==> src/rtl/reg_change_log_pkg.sv <==
// Shared defaults and types for the register change logger.
// The entry struct matches the default widths and is the packed {data, stamp} layout used in the FIFO.
package reg_change_log_pkg;

    localparam int WIDTH_DEFAULT   = 32;
    localparam int STAMP_W_DEFAULT = 16;
    localparam int DEPTH_DEFAULT   = 4;

    localparam logic [7:0] DROP_MAX = 8'd255;

    typedef struct packed {
        logic [WIDTH_DEFAULT-1:0]   data;
        logic [STAMP_W_DEFAULT-1:0] stamp;
    } entry_t;

endpackage

==> src/rtl/reg_change_log_if.sv <==
// Consumer-side valid/ready bus carrying the head entry of the change log.
interface reg_change_log_if #(
    parameter int WIDTH   = 32,
    parameter int STAMP_W = 16
);
    logic               out_valid;
    logic               out_ready;
    logic [WIDTH-1:0]   out_data;
    logic [STAMP_W-1:0] out_stamp;

    modport master (output out_valid, output out_data, output out_stamp, input out_ready);
    modport slave  (input out_valid, input out_data, input out_stamp, output out_ready);
endinterface

==> src/rtl/reg_change_log_sync_fifo.sv <==
// Synchronous show-ahead FIFO; the head entry is read combinationally from storage.
module sync_fifo #(
    parameter int WIDTH = 8,
    parameter int DEPTH = 4
)(
    input  logic                       clk,
    input  logic                       reset,
    input  logic                       push,
    input  logic [WIDTH-1:0]           push_data,
    input  logic                       pop,
    output logic [WIDTH-1:0]           head_data,
    output logic                       full,
    output logic                       empty,
    output logic [$clog2(DEPTH):0]     count
);
    localparam int AW = $clog2(DEPTH);

    logic [WIDTH-1:0] mem [DEPTH];
    logic [AW-1:0]    wr_ptr;
    logic [AW-1:0]    rd_ptr;
    logic             do_push;
    logic             do_pop;

    assign empty     = (count == '0);
    assign full      = (count == (AW+1)'(DEPTH));
    assign do_pop    = pop && !empty;
    // A pop frees the slot in the same cycle, so a full FIFO can still take a push.
    assign do_push   = push && (!full || do_pop);
    assign head_data = mem[rd_ptr];

    always_ff @(posedge clk) begin
        if (reset) begin
            wr_ptr <= '0;
            rd_ptr <= '0;
            count  <= '0;
        end else begin
            if (do_push) wr_ptr <= wr_ptr + 1'b1;
            if (do_pop)  rd_ptr <= rd_ptr + 1'b1;
            count <= count + (AW+1)'(do_push) - (AW+1)'(do_pop);
        end
    end

    always_ff @(posedge clk) begin
        if (do_push) mem[wr_ptr] <= push_data;
    end
endmodule

==> src/rtl/reg_change_log.sv <==
// Watches a register's rdata and logs each new value with a timestamp into a small FIFO.
module reg_change_log
    import reg_change_log_pkg::*;
#(
    parameter int WIDTH   = WIDTH_DEFAULT,
    parameter int STAMP_W = STAMP_W_DEFAULT,
    parameter int DEPTH   = DEPTH_DEFAULT
)(
    input  logic             clk,
    input  logic             reset,
    input  logic [WIDTH-1:0] rdata,
    reg_change_log_if.master log_bus,
    output logic             overflow,
    output logic [7:0]       drop_count
);
    localparam int CW = $clog2(DEPTH) + 1;

    logic [WIDTH-1:0]         prev;
    logic [STAMP_W-1:0]       stamp;
    logic                     change;
    logic                     pop;
    logic                     push;
    logic                     drop;
    logic                     full;
    logic                     empty;
    logic [CW-1:0]            fifo_count;
    logic [WIDTH+STAMP_W-1:0] head;

    assign change = (rdata != prev);
    assign pop    = !empty && log_bus.out_ready;
    assign push   = change && (!full || pop);
    assign drop   = change && full && !pop;

    assign log_bus.out_valid = (fifo_count != '0);
    assign log_bus.out_data  = head[WIDTH+STAMP_W-1 -: WIDTH];
    assign log_bus.out_stamp = head[STAMP_W-1:0];

    // The stamp logged with an entry is the value before this edge's increment.
    always_ff @(posedge clk) begin
        if (reset) begin
            prev       <= '0;
            stamp      <= '0;
            overflow   <= 1'b0;
            drop_count <= '0;
        end else begin
            prev  <= rdata;
            stamp <= stamp + 1'b1;
            if (drop) begin
                overflow <= 1'b1;
                if (drop_count != DROP_MAX) drop_count <= drop_count + 8'd1;
            end
        end
    end

    sync_fifo #(
        .WIDTH (WIDTH + STAMP_W),
        .DEPTH (DEPTH)
    ) u_fifo (
        .clk       (clk),
        .reset     (reset),
        .push      (push),
        .push_data ({rdata, stamp}),
        .pop       (pop),
        .head_data (head),
        .full      (full),
        .empty     (empty),
        .count     (fifo_count)
    );
endmodule

==> src/flat_wrapper.sv <==
// flat-port wrapper written by rule: the top's interface ports become plain ports
module reg_change_log_flat import reg_change_log_pkg::*;
#(
    parameter int WIDTH   = WIDTH_DEFAULT,
    parameter int STAMP_W = STAMP_W_DEFAULT,
    parameter int DEPTH   = DEPTH_DEFAULT
)
  (clk, reset, rdata, overflow, drop_count, log_bus_out_valid, log_bus_out_data, log_bus_out_stamp, log_bus_out_ready);
  reg_change_log_if #(.WIDTH(WIDTH), .STAMP_W(STAMP_W)) log_bus_i ();
  input  logic clk;
  input  logic reset;
  input  logic [WIDTH-1:0] rdata;
  output logic overflow;
  output logic [7:0] drop_count;
  output wire logic [$bits(log_bus_i.out_valid)-1:0] log_bus_out_valid;
  output wire logic [$bits(log_bus_i.out_data)-1:0] log_bus_out_data;
  output wire logic [$bits(log_bus_i.out_stamp)-1:0] log_bus_out_stamp;
  input wire logic [$bits(log_bus_i.out_ready)-1:0] log_bus_out_ready;
  assign log_bus_out_valid = log_bus_i.out_valid;
  assign log_bus_out_data = log_bus_i.out_data;
  assign log_bus_out_stamp = log_bus_i.out_stamp;
  assign log_bus_i.out_ready = log_bus_out_ready;
  reg_change_log #(.WIDTH(WIDTH), .STAMP_W(STAMP_W), .DEPTH(DEPTH)) u_core (.clk(clk), .reset(reset), .rdata(rdata), .log_bus(log_bus_i), .overflow(overflow), .drop_count(drop_count));
endmodule
==> config.mk <==
export PLATFORM = sky130hd
export DESIGN_NAME = reg_change_log_flat
export DESIGN_NICKNAME = d
export VERILOG_FILES = /design/src/rtl/reg_change_log_pkg.sv /design/src/rtl/reg_change_log_if.sv /design/src/rtl/reg_change_log_sync_fifo.sv /design/src/rtl/reg_change_log.sv /design/src/flat_wrapper.sv
export SDC_FILE = /design/constraint.sdc
export NUM_CORES = 1
export LEC_CHECK = 0
export CAP_MARGIN = 10
export CORE_MARGIN = 3
export CORE_UTILIZATION = 58
export CTS_CLUSTER_DIAMETER = 80
export DETAILED_ROUTE_END_ITERATION = 8
export PLACE_DENSITY = 0.84
export SLEW_MARGIN = 5
export SYNTH_ARGS = -nofsm -noshare
export SYNTH_HDL_FRONTEND = slang
export SYNTH_SLANG_ARGS = --single-unit
==> constraint.sdc <==
create_clock -name clk -period 4.5 [get_ports clk]
set_input_delay 0.9 -clock clk [delete_from_list [all_inputs] [get_ports clk]]
set_output_delay 0.9 -clock clk [all_outputs]
set_load 0.005 [all_outputs]
# Word-level counts from Yosys, hierarchy flattened
# Memory sizes are Yosys's and may differ from the RTL's. A register that Yosys moved wholly into a read port is not among the register bits.
# Index checks and enable logic that the tools add are counted.
[classes]
n_reduce_logical = 14
n_eq_ne = 3
addsub = 6
n_mux = 4
[op_table]
columns = ["op", "count"]
rows = [
  ["inequality test 32 bit", 1],
  ["adder 16 x 1 -> 16 bit (second input constant)", 1],
  ["adder 8 x 1 -> 8 bit (second input constant)", 1],
  ["inequality test 8 bit (second input constant)", 1],
  ["logical AND 1 bit", 6],
  ["adder 2 x 1 -> 2 bit (second input constant)", 2],
  ["two-way mux 2 bit", 2],
  ["adder 3 x 1 -> 3 bit", 1],
  ["== test 3 bit (second input constant)", 1],
  ["zero test 1 bit", 3],
  ["zero test 3 bit", 1],
  ["nonzero test 3 bit", 1],
  ["subtractor 3 x 1 -> 3 bit", 1],
  ["logical OR 1 bit", 2],
  ["two-way mux 1 bit", 2],
  ["AND reduction 2 bit", 1],
]
[totals]
memories = 1
inputBits = 35
ramBits = 192
out_inout_bits = 58
register_bits = 64
[memory_table]
columns = ["memory", "words", "word_bits", "rd", "rd_ports_with_merged_regs", "write_ports", "line_no", "text"]
rows = [
  ["u_core.u_fifo.mem", 4, 48, 1, 1, 1, "reg_change_log_sync_fifo.sv:18", "logic [WIDTH-1:0] mem [DEPTH];"],
]

# Logic depth before layout (Yosys ltp)
# Gate-level depths: netlist of the first run.
[logic_depth]
word_depth = 8
ltp_mapped = 13

# Modules after synthesis
# From an unflattened synthesis of the first run, not the netlist that was laid out.
[unflattened]
cells_unflattened = 534
area_unflattened_um2 = 9760.6
[by_module_without_submodules]
columns = ["mod", "area_per_inst_um2", "seq_area_each_um2", "n_inst", "cells_each"]
rows = [
  ["sync_fifo", 7412.1, 5945.7, 1, 297],
  ["reg_change_log", 2348.5, 1141.1, 1, 237],
]

# Least setup slack after synthesis of the first run
# OpenSTA, ideal clock, no wires.
[synth_timing]
kind = "input -> register"
from = "in rdata[11]"
to = "reg u_core.u_fifo.count[2]"
arrival_ns = 2.977
setup_slack_ns = 1.395
path_stages = 13
setup_time_ns = 0.128
cell_sequence = "xnor2_1 -> nand4_1 -> nor4_4 -> a21oi_2 -> inv_1 -> ha_1 -> inv_1 -> ha_1 -> inv_1 -> fa_1 -> xor2_1 -> xnor2_1 -> nor2_1"
[synth_via]
elab_chain_cells = 5
[synth_rtl]
columns = ["element", "line_no", "text"]
rows = [
  ["from (decl)", "flat_wrapper.sv:12", "input logic [WIDTH-1:0] rdata;"],
  ["inequality test 32 bit", "reg_change_log.sv:29", "assign change = (rdata != prev);"],
  ["logical AND 1 bit", "reg_change_log.sv:31", "assign push = change && (!full || pop);"],
  ["logical AND 1 bit", "reg_change_log_sync_fifo.sv:28", "assign do_push = push && (!full || do_pop);"],
  ["adder 3 x 1 -> 3 bit", "reg_change_log_sync_fifo.sv:39", "count <= count + (AW+1)'(do_push) - (AW+1)'(do_pop);"],
  ["subtractor 3 x 1 -> 3 bit", "reg_change_log_sync_fifo.sv:39", ""],
  ["to (signal assigned)", "reg_change_log_sync_fifo.sv:39", ""],
  ["to (decl)", "reg_change_log_sync_fifo.sv:14", "output logic [$clog2(DEPTH):0] count"],
]
# No other way between the ends.
# A chain may end at the register's enable or synchronous reset.

# Worst setup path after layout of the first run
[layout_timing]
from = "in rdata[28]"
to = "reg u_core.u_fifo.count[2]"
# Same word-level chain as after synthesis.

==> flow_summary.toml, run 1 <==
[clock_network]
cts-resized-gates = 0
cts_setup_buffers = 0
cts_tree = "built"
cts_buffers = 25
clk_pin_slew_ps = 60
cts_hold_buffers = 0
clock-sinks = 258
cts-root-buf = "clkbuf_16"
clk_latency_ps = 510
clockBufferDepth = 3
cts-htree-levels = 1

[logic_synthesis]
syn-instance-count = 535
synth_edf_count = 192
synth.avg_cell_area_um2 = 18.20
yosysTopAreaCellShare = 0.5922
yosysSeqAreaShare = 0.7279
synthFlopType = "edfxtp_1"
yosys_warnings = 0
synthTopCellsByArea = "edfxtp_1 59%, dfxtp_1 14%, mux4_2 11%"
syn-cell-area_um2 = 9736
synth_fp_nets = 579
synth_seq_cells = 258
synthArstFlopShare = 0
synth_cell_types = 35
yosysTopAreaCell = "edfxtp_1"

[floorplanning]
die_area_um2 = 18380
fp.dieH_um = 135.6
coreArea_um2 = 16170
ioPinCount = 93
row_count = 46
start_util = 0.6020
die_w_um = 135.6

[pwr]
p_switching_mw = 1.629
clockPowerShare = 0.298
p_per_area_nw_per_um2 = 574.8
seq_power_share = 0.478
p_int_mw = 5.131
vdd_ir_drop_max_v = 0.0002817
p_leak_nw = 3.950
switching_share = 0.2410
pwr-share-comb = 0.224

[status]
status = "finished clean"

[worst_hold_path]
hold_path.class = "register to register"

[placement]
dp_slack_ps = 369.2
dp_hpwl_um = 11060
io_buffers = 92
post_dp_cell_area_um2 = 10960
globalplace.congestion = 0.8069

[global_route]
grt_use_met1 = 0.2841
antenna_found_initial = 0
grt_util_met3 = 0.03752
grt_pass1_vias = 5264
grt.met2_usage = 0.3335
grt_pass1_wl_um = 28960
grt_usage = 0.2033
grt_max_degree = 54
busiest_layer = "met2"
grt_overflow = 0

[routing]
drc = 0
routed_via_density = 5.680
wire_per_inst_um = 20.74
drtPass1Iterations = 4
ant_nets = 0
wl_um = 18210
drt_iter0_markers = 281
vias = 4987

[sta]
setup-tns-final_ps = 0
slew-limit-headroom = 0.3197
setup_viol = 0
worstMarginPinSlew_ps = 1020
period_share = 0.8111
finalClockSkew_ps = 12.03
rsz0062_at_grt = "false"
slew_viol_final = 0
fmax_ghz = 0.2740
worst_slack_ps = 849.8
hold_viol_final = 0
min_period_ps = 3650

[finish]
design_area_um2 = 11760
fillCellCount = 933
seqCellArea_um2 = 7092
multiInputGateArea_um2 = 2556
layout-drive-gt1-share = 0.1571
n_antenna_cell = 0
final_net_count = 687
synthToLayoutAreaGrowth_pct = 20.81

[critical_path]
critPathArrivalTime_ps = 4040
cp-end-kind = "register"
critPathRequiredTime_ps = 4890
critPathLaunchType = "input pin"
cp_max_fo = 7
crit_type = "input pin to register"

[run]
cap_violations = 0
power by group through the flow:
stage	clock network, mW	logic, mW	registers [mW]
CTS	2.05	1.55	3.25
global route	2.14	1.62	3.29
floorplan	0	0.857	3.12
global placement	0	1.52	3.26
detailed placement	0	1.54	3.29
finish	2.01	1.52	3.23
cells in the final DEF, fill, tap and decap left out, drive strengths merged:
| cell | netlist | layout |
|---|---|---|
| edfxtp | 192 | 192 |
| clkdlybuf4s50 | 0 | 91 |
| dfxtp | 66 | 66 |
| mux4 | 48 | 48 |
| clkbuf | 11 | 43 |
| nor2b | 41 | 41 |
| xnor2 | 38 | 38 |
| nor2 | 30 | 30 |
| nand4 | 17 | 17 |
| xor2 | 11 | 11 |
| nand3 | 9 | 9 |
| a21oi | 9 | 9 |
| ha | 8 | 8 |
| mux2 | 8 | 8 |
| buf | 7 | 8 |
| nand2 | 7 | 7 |
| inv | 5 | 6 |
| and2 | 6 | 6 |
| nand2b | 4 | 4 |
| nor4 | 4 | 4 |
| or3 | 2 | 2 |
| nor3 | 2 | 2 |
| mux2i | 2 | 2 |
| and3 | 2 | 2 |
| nor4b | 1 | 1 |
| o21ai | 1 | 1 |
| and4 | 1 | 1 |
| a21boi | 1 | 1 |
| o21ba | 1 | 1 |
| fa | 1 | 1 |
| clkinv | 0 | 1 |
| bufinv | 0 | 1 |
Yosys cell counts (6+ instances only):
| master | count |
|---|---|
| mux2_1 | 6 |
| nand3_1 | 9 |
| xor2_1 | 11 |
| mux4_2 | 48 |
| edfxtp_1 | 192 |
| nand2_1 | 7 |
| nor2b_1 | 41 |
| dfxtp_1 | 66 |
| ha_1 | 8 |
| a21oi_1 | 7 |
| nand4_1 | 17 |
| nor2_1 | 30 |
| clkbuf_1 | 11 |
| xnor2_1 | 38 |
worst paths after layout:
kind	from	cells after the start	slack, ps	endpoint
worst max-delay path	rdata[28]	14	850	u_core.u_fifo.count[2]
worst min-delay path	u_core.overflow	1	510	u_core.overflow
worst max register to register	u_core.prev[28]	13	1440	u_core.u_fifo.count[2]
worst min register to register	u_core.overflow	1	510	u_core.overflow
final cells by class:
class                           instances  share of cell area
Clock buffer                           43             0.06489
Clock inverter                          3            0.003617
Inverter                                5            0.001596
Multi-Input combinational cell        254              0.2173
Sequential cell                       258              0.6030
Tap cell                              216             0.02298
Timing Repair Buffer                   99             0.08660
cells by family (layout without fill, tap and decap cells):
group                      count (synthesis)  after routing  share of synthesized area
AOI/OAI and AO/OA                         12             12                   0.007711
xor gates and xnor gates                  49             49                    0.04408
adders and majority gates                  9              9                    0.01234
buffers and inverters                     23            150                   0.009510
DFF                                      258            258                     0.7279
muxes                                     58             58                     0.1227
and+or+nand+nor                          126            126                    0.07570
state kept, by name, summed over array words and instances (netlist names), named ones only:
signal                count
u_core.drop_count         8
u_core.overflow           1
u_core.prev              32
u_core.stamp             16
u_core.u_fifo.count       3
u_core.u_fifo.mem       192
u_core.u_fifo.rd_ptr      2
u_core.u_fifo.wr_ptr      2
metal layers:
metal	wire length, um	up-vias	share of wire
met4	353	0	0.019
met1	7636	2528	0.42
met3	1177	33	0.065
met2	9044	162	0.50
met5	0	-	0
li1	-	2264	-
stage by stage:
step | util | hold WS [ps] | total power [mW] | instances
2_1_floorplan | - | 453.3 | 3.978 | 535
3_3_place_gp | 0.6774 | 490.6 | 4.777 | 832
5_1_grt | 0.7272 | 527.6 | 7.049 | 878
3_5_place_dp | 0.6774 | 484.3 | 4.830 | 832
6_report | 0.7272 | 506.2 | 6.761 | 878
4_1_cts | 0.7272 | 506.2 | 6.847 | 878
critical path, cell delays in order:
cell,delay (ps)
clkdlybuf4s50_1,490
xnor2_1,260
nand4_1,310
nor4_4,530
a21oi_2,190
inv_1,90
ha_1,220
inv_1,60
ha_1,130
inv_1,50
fa_1,380
xor2_1,170
xnor2_1,190
nor2_1,70
Power figures use the tool's default switching activity.
==> run 2: changes to the inputs <==
CORE_UTILIZATION = 57   (was 58)
PLACE_DENSITY = 0.82   (was 0.84)
clock period = 3.55 ns   (was 4.5 ns; I/O delays follow)
==> flow_summary.toml, run 2 (synthesis gave the netlist of run 1 again) <==
[floorplanning]
start_util = 0.5850
row_count = 47
ioPinCount = 93
die_w_um = 136.7
die_area_um2 = 18680
coreArea_um2 = 16640
fp.dieH_um = 136.7

[clock_network]
cts_hold_buffers = 0
cts-resized-gates = 0
cts-root-buf = "clkbuf_16"
clk_latency_ps = 500
cts_tree = "built"
clockBufferDepth = 3
cts_buffers = 25
clk_pin_slew_ps = 60
cts_setup_buffers = 0
cts-htree-levels = 1
clock-sinks = 258

[critical_path]
critPathRequiredTime_ps = 3940
crit_type = "input pin to register"
critPathArrivalTime_ps = 3560
r2r_cells = 13
critPathLaunchType = "input pin"
cp-end-kind = "register"
cp_max_fo = 6

[finish]
top_register = "u_core.u_fifo.mem"
final_cells = 907
final_net_count = 713
utilization = 0.7175
n_antenna_cell = 0
final_common_cell = "edfxtp_1"
synthToLayoutAreaGrowth_pct = 22.66
final_cell_mix = "192 x edfxtp_1, 91 x clkdlybuf4s50_1, 64 x dfxtp_1"
layout-drive-gt1-share = 0.1892
largest_register_ffs = 192
top_regs = "u_core.u_fifo.mem: 192 flops, u_core.prev: 32 flops, u_core.stamp: 16 flops"

[worst_hold_path]
hold_path.class = "register to register"
whs_path_depth = 1

[routing]
drtPass1Iterations = 4
wl_um = 18740
routed_via_density = 5.587
drt_iter0_markers = 260
ant_nets = 0
wire_per_inst_um = 20.66
drc = 0
vias = 5067

[pwr]
pwr-share-comb = 0.241
p_per_area_nw_per_um2 = 719.5
seq_power_share = 0.468
p_int_mw = 6.496
clockPowerShare = 0.291
switching_share = 0.2440
vdd_ir_drop_max_v = 0.0004716
p_leak_nw = 4.066
p_switching_mw = 2.096

[global_route]
grt_pass1_vias = 5335
grt_pass1_wl_um = 28790
grt_overflow = 0
grt_max_degree = 47
grt_usage = 0.2019
antenna_found_initial = 0

[sta]
fmax_ghz = 0.3156
finalClockSkew_ps = 11.08
period_share = 0.8926
rsz0062_at_grt = "false"
hold_viol_final = 0
slew_viol_final = 0
min_period_ps = 3169
worstMarginPinSlew_ps = 891.3
setup_viol = 0
setup-tns-final_ps = 0
slew-limit-headroom = 0.4058

[placement]
io_buffers = 92
dp.cells = 862
globalplace.congestion = 0.7983
dp_hpwl_um = 11730

[status]
status = "finished clean"

[run]
cap_violations = 0
==> run 2: worst paths after layout <==
path	slack, ps	start	to
setup / recovery	380	rdata[0]	u_core.u_fifo.count[2]
hold / removal	490	u_core.overflow	u_core.overflow
setup reg to reg	870	u_core.prev[12]	u_core.u_fifo.count[2]
hold reg to reg	490	u_core.overflow	u_core.overflow
==> run 2: metal layers <==
| layer | share of wire | global-route usage |
|---|---|---|
| met1 | 0.41 | 0.2751 |
| met2 | 0.51 | 0.3417 |
| met3 | 0.064 | 0.03346 |
| met4 | 0.020 | 0.05599 |
| met5 | 0 | 0 |
==> run 2: power groups by stage <==
stage / Sequential, mW / Clock (mW) / Combinational, mW
5_1_grt: 4.07 / 2.66 / 2.21
4_1_cts: 4.03 / 2.55 / 2.11
6_report: 4.02 / 2.50 / 2.07
2_1_floorplan: 3.96 / 0 / 1.09
3_5_place_dp: 4.09 / 0 / 2.09
3_3_place_gp: 4.05 / 0 / 2.06
==> run 2: per-stage QoR <==
step	hold slack, ps	cell area [um2]	power (mW)	setup WS (ps)
3_3_place_gp	469.9	11160	6.112	41.78
3_5_place_dp	475.1	11160	6.179	-86.17
5_1_grt	524.7	11940	8.933	188.6
2_1_floorplan	453.3	9736	5.043	635.3
6_report	489.7	11940	8.592	381.4
4_1_cts	492.6	11940	8.692	308.7
==> run 2: layout make-up <==
class | instances | area (um2)
tap | 220 | 275.3
clock buffer | 38 | 725.7
fill | 982 | 4701
timing repair buffer | 125 | 1214
multi-input combinational | 254 | 2556
sequential | 258 | 7092
clock inverter | 7 | 60.06
inverter | 5 | 18.77
==> run 2: worst max-delay path, stage by stage <==
cell and delay (ps):
clkdlybuf4s50_1 620, xnor2_1 170, nand4_1 230, nor4_4 400, a21oi_2 100, inv_1 80, ha_1 220, inv_1 60
ha_1 150, inv_1 60, fa_1 370, xor2_1 190, xnor2_1 140, nor2_1 50
==> run 3: changes to the inputs <==
--- a/config.mk
+++ b/config.mk
@@ -8,3 +8,3 @@
 export CAP_MARGIN = 10
-export CORE_MARGIN = 3
+export CORE_MARGIN = 2
 export CORE_UTILIZATION = 57
==> constraint.sdc (replaced) <==
create_clock -name clk -period 3.55 [get_ports clk]
set_input_delay 0.8875 -clock clk [delete_from_list [all_inputs] [get_ports clk]]
set_output_delay 0.8875 -clock clk [all_outputs]
set_load 0.005 [all_outputs]
==> flow_summary.toml, run 3 (synthesis gave the netlist of run 1 again) <==
[routing]
routed_via_density = 5.575
wire_per_inst_um = 20.33
drt_iter0_markers = 411
drtPass1Iterations = 4
ant_nets = 0
wl_um = 18670
vias = 5118
drc = 0

[critical_path]
r2r_slack_ps = 730
r2r_cells = 13
r2r-start = "u_core.prev[5]"
critPathLaunchType = "input pin"
slowest_stage = "clkdlybuf4s50_1"
cp_slowest_stage_delay_ps = 570
cp_cell_sequence = "clkdlybuf4s50_1 > xnor2_1 > nand4_1 > nor4_4 > a21oi_2 > inv_1 > ha_1 > inv_1 > ha_1 > inv_1 > fa_1 > xor2_1 > xnor2_1 > nor2_1"
worst-path-buf-inv = 4
critical_path.most_common_cell = "inv_1"
cp-end-kind = "register"
cp_max_fo = 6
critical_path.top_delay_family = "buffers and inverters"
critPathArrivalTime_ps = 3750
crit_type = "input pin to register"
timing.rr.end = "u_core.u_fifo.count[2]"
critPathRequiredTime_ps = 3920

[clock_network]
clk_latency_ps = 510
clockBufferDepth = 3
cts_buffers = 25
cts-root-buf = "clkbuf_16"
clock-sinks = 258
cts_tree = "built"
clk_pin_slew_ps = 60
cts-htree-levels = 1
cts_hold_buffers = 0

[global_route]
antenna_found_initial = 0
grt_usage = 0.2072
grt_pass1_vias = 5303
grt_max_degree = 47
grt_overflow = 0
grt_pass1_wl_um = 28650

[placement]
dp.cells = 869
dp_hpwl_um = 11570
io_buffers = 92
globalplace.congestion = 0.8102
post_dp_cell_area_um2 = 11250

[sta]
worstMarginPinSlew_ps = 822.8
finalClockSkew_ps = 15.84
min_period_ps = 3379
fmax_ghz = 0.2959
setup_viol = 0
hold_slack_ps = 492.0
setup-tns-final_ps = 0
period_share = 0.9519
hold_viol_final = 0
slew-limit-headroom = 0.4514
slew_viol_final = 0

[run]
cap_violations = 0

[floorplanning]
start_util = 0.5850
die_area_um2 = 18140
coreArea_um2 = 16640
fp.dieH_um = 134.7
row_count = 47
ioPinCount = 93
die_w_um = 134.7

[worst_hold_path]
whs_path_depth = 1
hold_path.class = "register to register"
min_from = "u_core.overflow"
min_to = "u_core.overflow"

[finish]
n_antenna_cell = 0
top_register = "u_core.u_fifo.mem"
final_net_count = 724
final_common_cell = "edfxtp_1"
design_area_um2 = 12240
largest_register_ffs = 192
synthToLayoutAreaGrowth_pct = 25.69
final_cell_mix = "192 x edfxtp_1, 87 x clkdlybuf4s50_1, 64 x dfxtp_1"
final_cells = 918
layout-drive-gt1-share = 0.2120
top_regs = "u_core.u_fifo.mem: 192 flops, u_core.prev: 32 flops, u_core.stamp: 16 flops"

[pwr]
pwr-share-comb = 0.231
p_switching_mw = 2.136
switching_share = 0.2347
p_int_mw = 6.963
power_mw = 9.099
vdd_ir_drop_max_v = 0.0005034
p_per_area_nw_per_um2 = 743.6
p_leak_nw = 4.244
seq_power_share = 0.442
clockPowerShare = 0.327

[status]
status = "finished clean"
[run 3: how the worst max path moves through the flow]
stage | from | endpoint | slack [ps] | cells past startpoint
after floorplan | rdata[11] | u_core.u_fifo.count[2] | 460 | 13
after global placement | rdata[25] | u_core.u_fifo.count[2] | -250 | 14
after detailed placement | rdata[25] | u_core.u_fifo.count[2] | -410 | 14
after CTS | rdata[25] | u_core.u_fifo.count[2] | 50 | 14
after global routing | rdata[23] | u_core.u_fifo.count[2] | -30 | 14
final | rdata[21] | u_core.u_fifo.count[2] | 170 | 14
[run 3: routing by layer]
metal  routed length, um  up-vias  global-route usage
li1                    -     2331                   -
met1                7773     2591              0.2809
met2                9431      164              0.3519
met3                1030       32             0.03266
met4                 429        0             0.06140
met5                   0        -                   0
[run 3: power groups by stage]
stage / clock (mW) / sequential (mW) / combinational [mW]
after floorplan: 0 / 3.96 / 1.09
after global placement: 0 / 4.05 / 2.09
after detailed placement: 0 / 4.08 / 2.12
after CTS: 3.02 / 4.03 / 2.13
after global routing: 3.13 / 4.07 / 2.24
final: 2.98 / 4.02 / 2.10
[run 3: metrics by stage]
| stage | utilization | setup slack [ps] |
|---|---|---|
| 2_1_floorplan | - | 457.8 |
| 3_3_place_gp | 0.6757 | -249.0 |
| 3_5_place_dp | 0.6757 | -408.6 |
| 4_1_cts | 0.7324 | 48.57 |
| 5_1_grt | 0.7353 | -25.50 |
| 6_report | 0.7353 | 170.8 |
[run 3: what timing repair did]
item	CTS	global route
setup endpoints to repair	0	1
resized for setup	0	5
buffers inserted	0	4
[run 3: layout make-up]
class / count / area [um2]
Clock inverter: 14 / 275.3
Inverter: 5 / 18.77
Timing Repair Buffer: 136 / 1344
Clock buffer: 31 / 668.1
Sequential cell: 258 / 7092
Multi-Input combinational cell: 254 / 2564
Tap cell: 220 / 275.3
Fill cell: 919 / 4405
==> edit: new RTL, config.mk and constraints of run 3 <==
The package constant `DROP_MAX` goes from 8'd255 to 8'd127.
--- a/src/rtl/reg_change_log_pkg.sv
+++ b/src/rtl/reg_change_log_pkg.sv
@@ -6,7 +6,7 @@
     localparam int STAMP_W_DEFAULT = 16;
     localparam int DEPTH_DEFAULT   = 4;
 
-    localparam logic [7:0] DROP_MAX = 8'd255;
+    localparam logic [7:0] DROP_MAX = 8'd127;
 
     typedef struct packed {
         logic [WIDTH_DEFAULT-1:0]   data;
Formal check against the unedited RTL: no difference found for any inputs over 4 cycles, from zero or initial values and one cycle with reset high; that may be too few to reach the edited logic, so the function may still have changed.
==> edit against run 3 <==
Register-to-register slack better by 0.04 ns; die area fell by 0.96%; area after synthesis shrank 0.99%; wire length fell by 0.40%; worst hold slack got worse by 0.0034 ns; combinational power rose by 5%; final cell count fell by 1.5%; setup slack improved by 0.015 ns; sequential cell count stayed put; final area down 2.5%; total power decreased by 4.3%; clock skew up 0.012 ns; largest power group unchanged; highest routed layer is now met5.
==> edit: results (changes against run 3) <==
.. list-table::
   :header-rows: 1

   * - Metric
     - Value
   * - GR met2 Demand/Resource
     - 0.3590 (+0.007029)
   * - Switching component of the power
     - 0.002185 W (+2.3%)
   * - Count of buffers not belonging to the clock network in the layout
     - 134 (-1.5%)
   * - Met3 layer usage reported by global route
     - 0.03817 (+0.005513)
   * - P&R area growth vs syn
     - 23.75%
   * - Origin of the critical flop-to-flop path
     - u_core.prev[19]$_SDFF_PP0_
   * - Worst slack after detailed placement
     - -0.2858 ns (+0.1228 ns)
   * - Min setup slack post-route
     - 0.1857 ns (+0.01495 ns)
   * - GP Congestion
     - 0.7458 (-7.9%)
   * - Count of cell types in the netlist
     - 33 (-5.7%)
   * - Status
     - completed
   * - Average wire per standard cell
     - 20.56 um (+1.1%)
   * - Metal-1 WL
     - 7.596 mm (-2.3%)
   * - Final non-clock buffer share
     - 0.1108 (+0.0009457)
   * - Worst-case vdd ir drop
     - 580.8 uV (+15%)
   * - LEAKAGE
     - 4.047 nW (-4.7%)
   * - Layout filler cell count
     - 1,017 (+11%)
   * - Via-per-instance ratio
     - 5.513 (-1.1%)
   * - Multi-input gate area in the final layout
     - 2472 um2 (-3.6%)
   * - GRT Util Overall
     - 0.2121 (+0.004955)
   * - Proportion of power drawn by combinational gates
     - 0.252 (+0.021)
   * - Placed inst area
     - 11,170 um2 (-0.65%)
   * - Layout clock area frac
     - 0.06251 (-0.01458)
   * - Proportion of synthesized chip area in sequential cells
     - 0.7352 (+0.007275)
   * - Largest net degree at the start of global routing
     - 48 (+2.1%)
   * - Multi-input logic cell count
     - 240 (-5.5%)
   * - Min Hold Slack
     - 0.4886 ns (-0.003444 ns)
   * - Hold path cells
     - 2 (+1)
   * - Arrival time at the worst endpoint
     - 3.73 ns (-0.02 ns)
   * - Routed wire length on met3
     - 1.227 mm (+19%)
   * - Clock network latency to the later pin of the worst-skew pair
     - 0.53 ns (+0.02 ns)
   * - Slew HR
     - 0.6270 (+0.1756)
   * - Cell internal power dissipation
     - 0.006526 W (-6.3%)
   * - Number of cells in the design after placement
     - 858 (-1.3%)
   * - Via count of the first global-routing pass
     - 5,242 (-1.2%)
   * - Fraction of area in registers
     - 0.5945 (+0.01495)
   * - Detail Route met2 WL
     - 9.459 mm (+0.30%)
   * - Total iterations of the first detailed-routing run
     - 5 (+1)
   * - Largest stage delay, worst path
     - 0.64 ns (+0.07 ns)
   * - Fin Clk Skew
     - 0.02739 ns (+0.01155 ns)
   * - Number of nets in the layout
     - 709 (-2.1%)
   * - Total routed wirelength
     - 18.59 mm (-0.40%)
## edit: changes by cell type in the layout (fill, tap and decap cells not counted), moves of 3 or more
cell | run 3 | this run
sky130_fd_sc_hd__nand2b_1 | 4 | 0
sky130_fd_sc_hd__xnor2_1 | 37 | 40
sky130_fd_sc_hd__nand4_1 | 17 | 12
sky130_fd_sc_hd__nor2b_1 | 41 | 38
sky130_fd_sc_hd__mux2_1 | 6 | 2
sky130_fd_sc_hd__bufinv_16 | 8 | 1
sky130_fd_sc_hd__clkinv_1 | 1 | 4
sky130_fd_sc_hd__dlymetal6s2s_1 | 4 | 1
sky130_fd_sc_hd__a21oi_1 | 7 | 4
sky130_fd_sc_hd__clkdlybuf4s50_1 | 87 | 90
sky130_fd_sc_hd__clkbuf_1 | 4 | 9
## edit: cell families after synthesis
group           Yosys count  share of synthesized area
simple gates            115                    0.06841
buf+inv                  23                   0.009604
xor+xnor                 52                    0.04725
flops                   258                     0.7352
mux                      54                     0.1197
fa+ha+maj                 9                    0.01246
compound gates           10                   0.007399
